### src/rtl/sfifo_serial_tx.sv
// ============================================================================
// Module   : sfifo_serial_tx
// Brief    : Pops bytes from a synchronous FIFO and sends each one as an async
//            frame (start, DATA_WIDTH bits LSB first, optional parity, stop).
//            Define SFIFO_TX_PARITY_EN to insert an even-parity bit.
// Revision : 1.0 - initial release
// ============================================================================
`default_nettype none

module sfifo_serial_tx #(
  parameter int DATA_WIDTH   = 8,
  parameter int CLKS_PER_BIT = 16,
  parameter int CNT_BITS     = 16
) (
  input  logic                  clock,
  input  logic                  reset_n,
  input  logic                  tx_enable,
  input  logic                  fifo_empty,
  input  logic [DATA_WIDTH-1:0] fifo_data,
  output logic                  fifo_read_n,
  output logic                  tx_serial,
  output logic                  busy,
  output logic                  frame_done
);

  localparam int                  c_IDX_BITS = (DATA_WIDTH > 1) ? $clog2(DATA_WIDTH) : 1;
  localparam logic [c_IDX_BITS-1:0] c_LAST_IDX = c_IDX_BITS'(DATA_WIDTH - 1);
  localparam logic [CNT_BITS-1:0]   c_BAUD_LAST = CNT_BITS'(CLKS_PER_BIT - 1);

  typedef enum logic [2:0] {
    IDLE   = 3'd0,
    FETCH  = 3'd1,
    WAIT   = 3'd2,
    START  = 3'd3,
    DATA   = 3'd4,
`ifdef SFIFO_TX_PARITY_EN
    PARITY = 3'd5,
`endif
    STOP   = 3'd6
  } state_t;

  state_t                  r_state;
  state_t                  w_next_state;
  logic [CNT_BITS-1:0]     r_baud;
  logic [c_IDX_BITS-1:0]   r_bit_idx;
  logic [DATA_WIDTH-1:0]   r_shift;
  logic                    r_frame_done;
  logic                    w_bit_state;
  logic                    w_baud_end;
  logic                    w_can_start;
`ifdef SFIFO_TX_PARITY_EN
  logic                    r_parity;
`endif

  assign w_baud_end  = (r_baud == c_BAUD_LAST);
  assign w_can_start = tx_enable && !fifo_empty;

  always_comb begin
    w_bit_state = 1'b0;
    case (r_state)
      START, DATA, STOP: w_bit_state = 1'b1;
`ifdef SFIFO_TX_PARITY_EN
      PARITY:            w_bit_state = 1'b1;
`endif
      default:           w_bit_state = 1'b0;
    endcase
  end

  // State register
  always_ff @(posedge clock) begin
    if (!reset_n) begin
      r_state <= IDLE;
    end else begin
      r_state <= w_next_state;
    end
  end

  // Next-state and Moore output decode
  always_comb begin
    w_next_state = r_state;
    fifo_read_n  = 1'b1;
    tx_serial    = 1'b1;
    busy         = (r_state != IDLE);
    frame_done   = r_frame_done;
    case (r_state)
      IDLE: begin
        if (w_can_start) w_next_state = FETCH;
      end
      FETCH: begin
        fifo_read_n  = 1'b0;
        w_next_state = WAIT;
      end
      WAIT: begin
        w_next_state = START;
      end
      START: begin
        tx_serial = 1'b0;
        if (w_baud_end) w_next_state = DATA;
      end
      DATA: begin
        tx_serial = r_shift[0];
        if (w_baud_end && (r_bit_idx == c_LAST_IDX)) begin
`ifdef SFIFO_TX_PARITY_EN
          w_next_state = PARITY;
`else
          w_next_state = STOP;
`endif
        end
      end
`ifdef SFIFO_TX_PARITY_EN
      PARITY: begin
        tx_serial = r_parity;
        if (w_baud_end) w_next_state = STOP;
      end
`endif
      STOP: begin
        if (w_baud_end) w_next_state = w_can_start ? FETCH : IDLE;
      end
      default: begin
        w_next_state = IDLE;
      end
    endcase
  end

  // Datapath: baud counter, bit index, shift register and frame_done pulse
  always_ff @(posedge clock) begin
    if (!reset_n) begin
      r_baud       <= '0;
      r_bit_idx    <= '0;
      r_shift      <= '0;
      r_frame_done <= 1'b0;
    end else begin
      r_frame_done <= (r_state == STOP) && w_baud_end;

      if (w_bit_state && !w_baud_end) begin
        r_baud <= r_baud + CNT_BITS'(1);
      end else begin
        r_baud <= '0;
      end

      if (r_state == DATA) begin
        if (w_baud_end) r_bit_idx <= r_bit_idx + c_IDX_BITS'(1);
      end else begin
        r_bit_idx <= '0;
      end

      if (r_state == WAIT) begin
        r_shift <= fifo_data;
      end else if ((r_state == DATA) && w_baud_end) begin
        r_shift <= {1'b0, r_shift[DATA_WIDTH-1:1]};
      end
    end
  end

`ifdef SFIFO_TX_PARITY_EN
  // Parity comes from the byte as captured, since r_shift is consumed while sending.
  always_ff @(posedge clock) begin
    if (!reset_n) begin
      r_parity <= 1'b0;
    end else if (r_state == WAIT) begin
      r_parity <= ^fifo_data;
    end
  end
`endif

endmodule

`default_nettype wire

### config.mk
export PLATFORM = sky130hd
export DESIGN_NAME = sfifo_serial_tx
export DESIGN_NICKNAME = d
export VERILOG_FILES = /design/src/rtl/sfifo_serial_tx.sv
export SDC_FILE = /design/constraint.sdc
export NUM_CORES = 1
export LEC_CHECK = 0
export ABC_CLOCK_PERIOD_IN_PS = 3090
export CAP_MARGIN = 5
export CORE_MARGIN = 2
export CORE_UTILIZATION = 25
export DETAILED_ROUTE_END_ITERATION = 8
export SYNTH_ARGS = -nofsm -noshare
export SYNTH_HDL_FRONTEND = slang
export SYNTH_SLANG_ARGS = --single-unit
### constraint.sdc
create_clock -name clock -period 3.09 [get_ports clock]
set_clock_uncertainty 0.2 [all_clocks]
set_input_delay 0.618 -clock clock [delete_from_list [all_inputs] [get_ports clock]]
set_output_delay 0.618 -clock clock [all_outputs]
set_load 0.01 [all_outputs]
==> results of run 1 <==
[critical path, delay by kind of cell (launching register included)]
kind / cells / cell delay (ns)
AND/OR/NAND/NOR: 4 / 0.53
flip-flops: 1 / 0.54
buffers and inverters: 1 / 0.55
[per-layer routing]
metal / GRT usage / up-vias / wire length (um)
met4: 0.0250 / 0 / 4
li1: - / 666 / -
met2: 0.164 / 29 / 1460
met3: 0.0402 / 2 / 178
met5: 0 / - / 0
met1: 0.127 / 589 / 1540
[cell usage in the layout (no fill, tap or decap), drive strengths merged]
cell and instances:
o41a 1, or4 1, nand2b 2, and2 2, nand4b 1, clkinv 1
clkbuf 6, clkdlybuf4s50 15, a32oi 2, o21ai 15, ha 3, bufinv 1
o31ai 1, nor4b 1, a31oi 5, nor2b 2, o311ai 1, nor2 20
inv 4, and3b 1, and4b 1, a21oi 15, xor2 3, and4 2
o211ai 3, nor3 5, nor4 5, and3 3, nand3 3, dfxtp 31
xnor2 9, nand4 7, nand2 15, or3 3, buf 2
[stage by stage]
stage               setup WS (ns)  power (mW)  utilization  area [um2]
finish                      0.379       0.847        0.311        1840
CTS                         0.376       0.860        0.311        1840
global placement            0.719       0.441        0.292        1730
global route                0.216       0.884        0.311        1840
detailed placement          0.709       0.441        0.292        1730
floorplan                    1.31       0.421            -        1530
[state kept, by name (all words and copies together), names as in the netlist]
signal,count
frame_done,1
r_baud,16
r_bit_idx,3
r_shift,8
r_state,3
[where the power goes]
part | switching (mW) | total [mW] | internal [mW]
logic | 0.00980 | 0.0283 | 0.0185
registers | 0.00239 | 0.403 | 0.401
clock network | 0.154 | 0.415 | 0.261
total | 0.166 | 0.847 | 0.680
[path summary, 6_finish.rpt]
check	start	slack, ns	to
max reg2reg	r_baud[0]	0.98	r_state[0]
max	r_state[0]	0.38	tx_serial
min	r_baud[0]	0.24	r_baud[0]
min reg2reg	r_baud[0]	0.24	r_baud[0]
[cell families after synthesis]
family,count (synthesis)
compound gates,43
xor+xnor,12
fa+ha+maj,3
flops,31
buf+inv,14
simple gates,74
[layout make-up]
class,count,area (um2),share of cell area
multi-input combinational,132,832,0.451
sequential,31,621,0.336
timing repair buffer,17,165,0.0896
tap,75,93.8,0.0509
clock buffer,6,82.6,0.0448
clock inverter,2,35.0,0.0190
inverter,4,15.0,0.00814
==> impl_results.md, run 1 <==
* Pin count of the biggest net entering global routing at 16
* Weighted congestion reported at the end of routability-driven placement at 0.744
* Die Y at 82.2 um
* CTS root buf: clkbuf_8
* Setup_tns at 0 ns
* Area of the die at 6760 um2
* Worst hold margin at 0.241 ns
* Number of buffers inserted for hold repair after clock tree synthesis at 0
* Std-Cell Core Area at 5920 um2
* CTS resizes at 0
* Worst path slowest cell: clkdlybuf4s50_1
* CP peak stage delay at 0.55 ns
* Number of DRC markers after the initial detailed-route iteration at 37
* Largest fanout of any net on the critical path at 12
* Synthesis-to-finish area growth at 20.5%
* Overflow left after global routing at 0
* Setup Buffers After CTS at 0
* Antenna violations before repair at 0
* Max-slew violations at 0
* Portion of the post-synthesis area used by sequential elements at 0.406
* Cell count after synthesis at 177
* Sort of element at the end of the critical path: output pin
* Post-Syn Nets at 192
* Warning count from the yosys run at 0
* Number of cell rows at 28
* RSZ-0062 raised after global routing: no
* Adder and majority cell fraction of the synthesized area at 0.0245
* Antenna-violating nets left at 0
* Final hold violation count at 0
* WL final at 3190 um
* Via total after detailed routing at 1286
* Most frequent cell on the critical path: nor2_1
* Depth of the most critical reg-to-reg path at 5
* Hold/Removal Path Class: reg2reg
* Synth Cell Area at 1530 um2
* Final Instance Count excl. Fillers at 267
* Critical-path cell list: nor2_1 > nand2_1 > nor2_1 > nor2_1 > clkdlybuf4s50_1
* Count of port buffers added during placement at 15
* Count of flip-flops with a built-in enable after synthesis at 0
* Filler Cell Count at 626
* Xor/xnor share of the synthesized area at 0.0687
* TritonCTS clock tree: yes
* Most used flip-flop cell after synthesis: dfxtp_1
* Clock sink count at 31
* Critical path startpoint category: register
* Result of the run: complete, no violations
* Compound-gate portion of the synthesized area at 0.165
* Largest family of logic cells by synthesized area: simple AND/OR/NAND/NOR gates
* Total GRT Usage at 0.102
* Worst slew slack as a fraction of its limit at 0.611
* MaxCap Viol Count at 0
* Vias in the first global route at 1171
* Actual slew at the worst max-slew pin at 0.583 ns
* Cell leakage power at 0.584 nW
* Max rail drop VDD at 0.000184 V
* Worst Path Class, Setup: reg2out
* Mean cell area of the mapped netlist at 8.65 um2
* Clock buffer count from CTS at 5
* Time the worst path needs with I/O delays and setup at 2.71 ns
* Via density per instance at 4.82
* H-tree level count at 2
* Register bit total from synthesis at 31
* CP required at 2.27 ns
* Mux cell area share after synthesis at 0
* # IOs at 16
* Biggest area consumer among synthesized cells: dfxtp_1
* Worst-skew pair later-pin latency at 0.28 ns
* Count of unique library cells instantiated by Yosys at 42
* Setup-failing EPs final at 0
* Die width at 82.2 um
* Top-area cell type share of the netlist area at 0.406
* Antenna Diode Count at 0
* Clock Path Buffers at 2
* Global-route wire length before repair at 5290 um
* Cell count after placement at 259
* Hpwl dp at 2190 um
* Dominant cells by area after synthesis: dfxtp_1, xnor2_1, nor2_1, o21ai_0, a21oi_1
* Power Dens Cells at 459 nW/um2
* Iteration count of the initial detailed-routing pass at 4
* Number of remaining DRC errors at 0
* Initial core utilization at 0.258
* Simple-Gate Fraction of Synth Area at 0.285
* Cell with the most instances after synthesis: dfxtp_1
* Layout cells sized above 1 at 0.0990
* Max Freq at 0.369 GHz
* Post-layout net count at 206
* Fraction of synthesis flops using an asynchronous set or reset pin at 0
* Worst path arrival time at 1.89 ns
* Clock transition at path regs at 0.07 ns
* Routed len/inst at 11.9 um
* Worst hold path cell count at 1
* Leading post-synthesis cells by instance count: dfxtp_1, nor2_1, nand2_1, o21ai_0, a21oi_1
* Ratio of final minimum period to clock period at 0.877
Power figures use the tool's default switching activity.
==> inputs of run 2 (changes only) <==
--- a/config.mk
+++ b/config.mk
@@ -6,10 +6,12 @@
 export NUM_CORES = 1
 export LEC_CHECK = 0
 export ABC_CLOCK_PERIOD_IN_PS = 3090
-export CAP_MARGIN = 5
+export CAP_MARGIN = 20
 export CORE_MARGIN = 2
 export CORE_UTILIZATION = 25
+export CTS_CLUSTER_SIZE = 24
 export DETAILED_ROUTE_END_ITERATION = 8
+export SKIP_LAST_GASP = 1
 export SYNTH_ARGS = -nofsm -noshare
 export SYNTH_HDL_FRONTEND = slang
 export SYNTH_SLANG_ARGS = --single-unit
==> results of run 2 <==
The final DEF is identical to that of run 1; final timing and power are the same.
==> inputs of run 3 (changes only) <==
--- a/config.mk
+++ b/config.mk
@@ -11,6 +11,7 @@
 export CORE_UTILIZATION = 25
 export CTS_CLUSTER_SIZE = 24
 export DETAILED_ROUTE_END_ITERATION = 8
+export GPL_TIMING_DRIVEN = 0
 export SKIP_LAST_GASP = 1
 export SYNTH_ARGS = -nofsm -noshare
 export SYNTH_HDL_FRONTEND = slang
==> impl_results.md, run 3 (synthesis gave the netlist of run 1 again) <==
* Synthesis-to-finish area growth at 20.6% (was 20.5%)
* CTS root buf: clkbuf_8 (unchanged)
* Sort of element at the end of the critical path: output pin (unchanged)
* Result of the run: complete, no violations (unchanged)
* Number of buffers inserted for hold repair after clock tree synthesis at 0 (unchanged)
* Met1 global-route usage at 0.132 (was 0.127)
* Antenna Diode Count at 0 (unchanged)
* Largest fanout of any net on the critical path at 10 (was 12)
* Std-Cell Core Area at 5920 um2 (unchanged)
* Number of DRC markers after the initial detailed-route iteration at 49 (was 37)
* WL final at 3210 um (was 3190 um)
* Total GRT Usage at 0.108 (was 0.102)
* Global-route wire length before repair at 5650 um (was 5290 um)
* Antenna-violating nets left at 0 (unchanged)
* Via total after detailed routing at 1325 (was 1286)
* RSZ-0062 raised after global routing: no (unchanged)
* Pin count of the biggest net entering global routing at 11 (was 16)
* Commonest cells after routing, fill and taps aside: dfxtp_1, nor2_1, nand2_1, o21ai_0 (was dfxtp_1, nor2_1, nand2_1, o21ai_0, clkdlybuf4s50_1)
* Die Y at 82.2 um (unchanged)
* Number of cell rows at 28 (unchanged)
* Number of remaining DRC errors at 0 (unchanged)
* Register name with the most flops: r_baud (unchanged)
* Area of the die at 6760 um2 (unchanged)
* Iteration count of the initial detailed-routing pass at 4 (unchanged)
* Grt met2 use at 0.180 (was 0.164)
* Setup_tns at 0 ns (unchanged)
* CP peak stage delay at 0.47 ns (was 0.55 ns)
* Die width at 82.2 um (unchanged)
* Cell leakage power at 0.589 nW (was 0.584 nW)
* Hold/Removal Path Class: reg2reg (unchanged)
* Startpoint of the lowest-slack register-to-register path: r_baud[0] (unchanged)
* Clock transition at path regs at 0.06 ns (was 0.07 ns)
* Post-layout net count at 213 (was 206)
* Critical-path cell list: clkbuf_1 > nand2_1 > nor2_1 > nor2_1 > clkdlybuf4s50_1 (was nor2_1 > nand2_1 > nor2_1 > nor2_1 > clkdlybuf4s50_1)
* Most frequent cell on the critical path: nor2_1 (unchanged)
* Via density per instance at 4.84 (was 4.82)
* H-tree level count at 2 (unchanged)
* Worst slew slack as a fraction of its limit at 0.622 (was 0.611)
* Setup-failing EPs final at 0 (unchanged)
* Worst-skew pair later-pin latency at 0.28 ns (about the same)
* # IOs at 16 (unchanged)
* Worst path slowest cell: clkdlybuf4s50_1 (unchanged)
* Crit path max-delay family: buffers and inverters (unchanged)
* Critical path startpoint category: register (unchanged)
* Worst path arrival time at 1.97 ns (was 1.89 ns)
* Beginning of the critical path: r_state[2] (was r_state[0])
* Worst Path Class, Setup: reg2out (unchanged)
* Clock sink count at 31 (unchanged)
* Clock Path Buffers at 2 (unchanged)
* Depth of the most critical reg-to-reg path at 6 (was 5)
* MaxCap Viol Count at 0 (unchanged)
* Most common library cell in the layout ignoring fill and taps: dfxtp_1 (unchanged)
* CTS resizes at 0 (unchanged)
* Filler Cell Count at 635 (was 626)
* Initial core utilization at 0.258 (unchanged)
* Actual slew at the worst max-slew pin at 0.563 ns (was 0.583 ns)
* Hpwl dp at 2220 um (was 2190 um)
* Power Dens Cells at 398 nW/um2 (was 459 nW/um2)
* Overall Power at 735 uW (was 847 uW)
* Routed len/inst at 11.7 um (was 11.9 um)
* Antenna violations before repair at 0 (unchanged)
* TritonCTS clock tree: yes (unchanged)
* Largest registers: r_baud x16, r_shift x8 (unchanged)
* Setup Buffers After CTS at 0 (unchanged)
* CP required at 2.27 ns (about the same)
* Startpoint of the tightest hold check path: r_baud[0] (unchanged)
* Worst hold path cell count at 1 (unchanged)
* Final hold violation count at 0 (unchanged)
* Met3 track demand over resource at 0.0293 (was 0.0402)
* Max-slew violations at 0 (unchanged)
* Count of port buffers added during placement at 14 (was 15)
* Max rail drop VDD at 0.000154 V (was 0.000184 V)
* Vias in the first global route at 1264 (was 1171)
* Weighted congestion reported at the end of routability-driven placement at 0.777 (was 0.744)
* Max FFs per register at 16 (unchanged)
* Buffers & Inverters on Critical Path at 2 (was 1)
* Overflow left after global routing at 0 (unchanged)
* Ratio of final minimum period to clock period at 0.902 (was 0.877)
* Time the worst path needs with I/O delays and setup at 2.79 ns (was 2.71 ns)
* Max Freq at 0.359 GHz (was 0.369 GHz)
* GRT Max-Usage Layer: met2 (unchanged)
* Layout cells sized above 1 at 0.106 (was 0.0990)
* Clock buffer count from CTS at 5 (unchanged)
* Depth of the critical timing path with buffers and inverters included at 5 (unchanged)
## run 3: final timing paths
| check | to | slack, ns |
|---|---|---|
| hold reg to reg | r_baud[0] | 0.25 |
| setup / recovery | tx_serial | 0.30 |
| hold / removal | r_baud[0] | 0.25 |
| setup reg to reg | r_shift[2] | 1.14 |
## run 3: cell type report
class                           instances  area (um2)  area share
Tap cell                               75        93.8      0.0508
Timing Repair Buffer                   14         140      0.0759
Sequential cell                        31         621       0.336
Buffer                                 10        62.6      0.0339
Clock inverter                          1        5.00     0.00271
Multi-Input combinational cell        132         832       0.451
Clock buffer                            7        76.3      0.0414
Inverter                                4        15.0     0.00814
## run 3: stage by stage
| step | instances | instance area (um2) | hold WS (ns) | utilization | setup WS (ns) |
|---|---|---|---|---|---|
| after global placement | 266 | 1760 | 0.230 | 0.298 | 0.620 |
| final | 274 | 1850 | 0.250 | 0.312 | 0.302 |
| after floorplan | 177 | 1530 | 0.212 | - | 1.31 |
| after CTS | 274 | 1850 | 0.253 | 0.312 | 0.288 |
| after detailed placement | 266 | 1760 | 0.239 | 0.298 | 0.608 |
| after global routing | 274 | 1850 | 0.280 | 0.312 | 0.132 |
## run 3: per-layer routing
metal / share of wire / vias up
li1: - / 680
met1: 0.49 / 608
met2: 0.44 / 31
met3: 0.053 / 6
met4: 0.015 / 0
met5: 0 / -
## run 3: power by group
part | total (mW) | leakage (nW) | switching, mW | internal [mW]
clock | 0.305 | 0.0422 | 0.147 | 0.158
combinational | 0.0285 | 0.297 | 0.0112 | 0.0173
sequential | 0.402 | 0.250 | 0.000707 | 0.401
total | 0.735 | 0.589 | 0.159 | 0.576
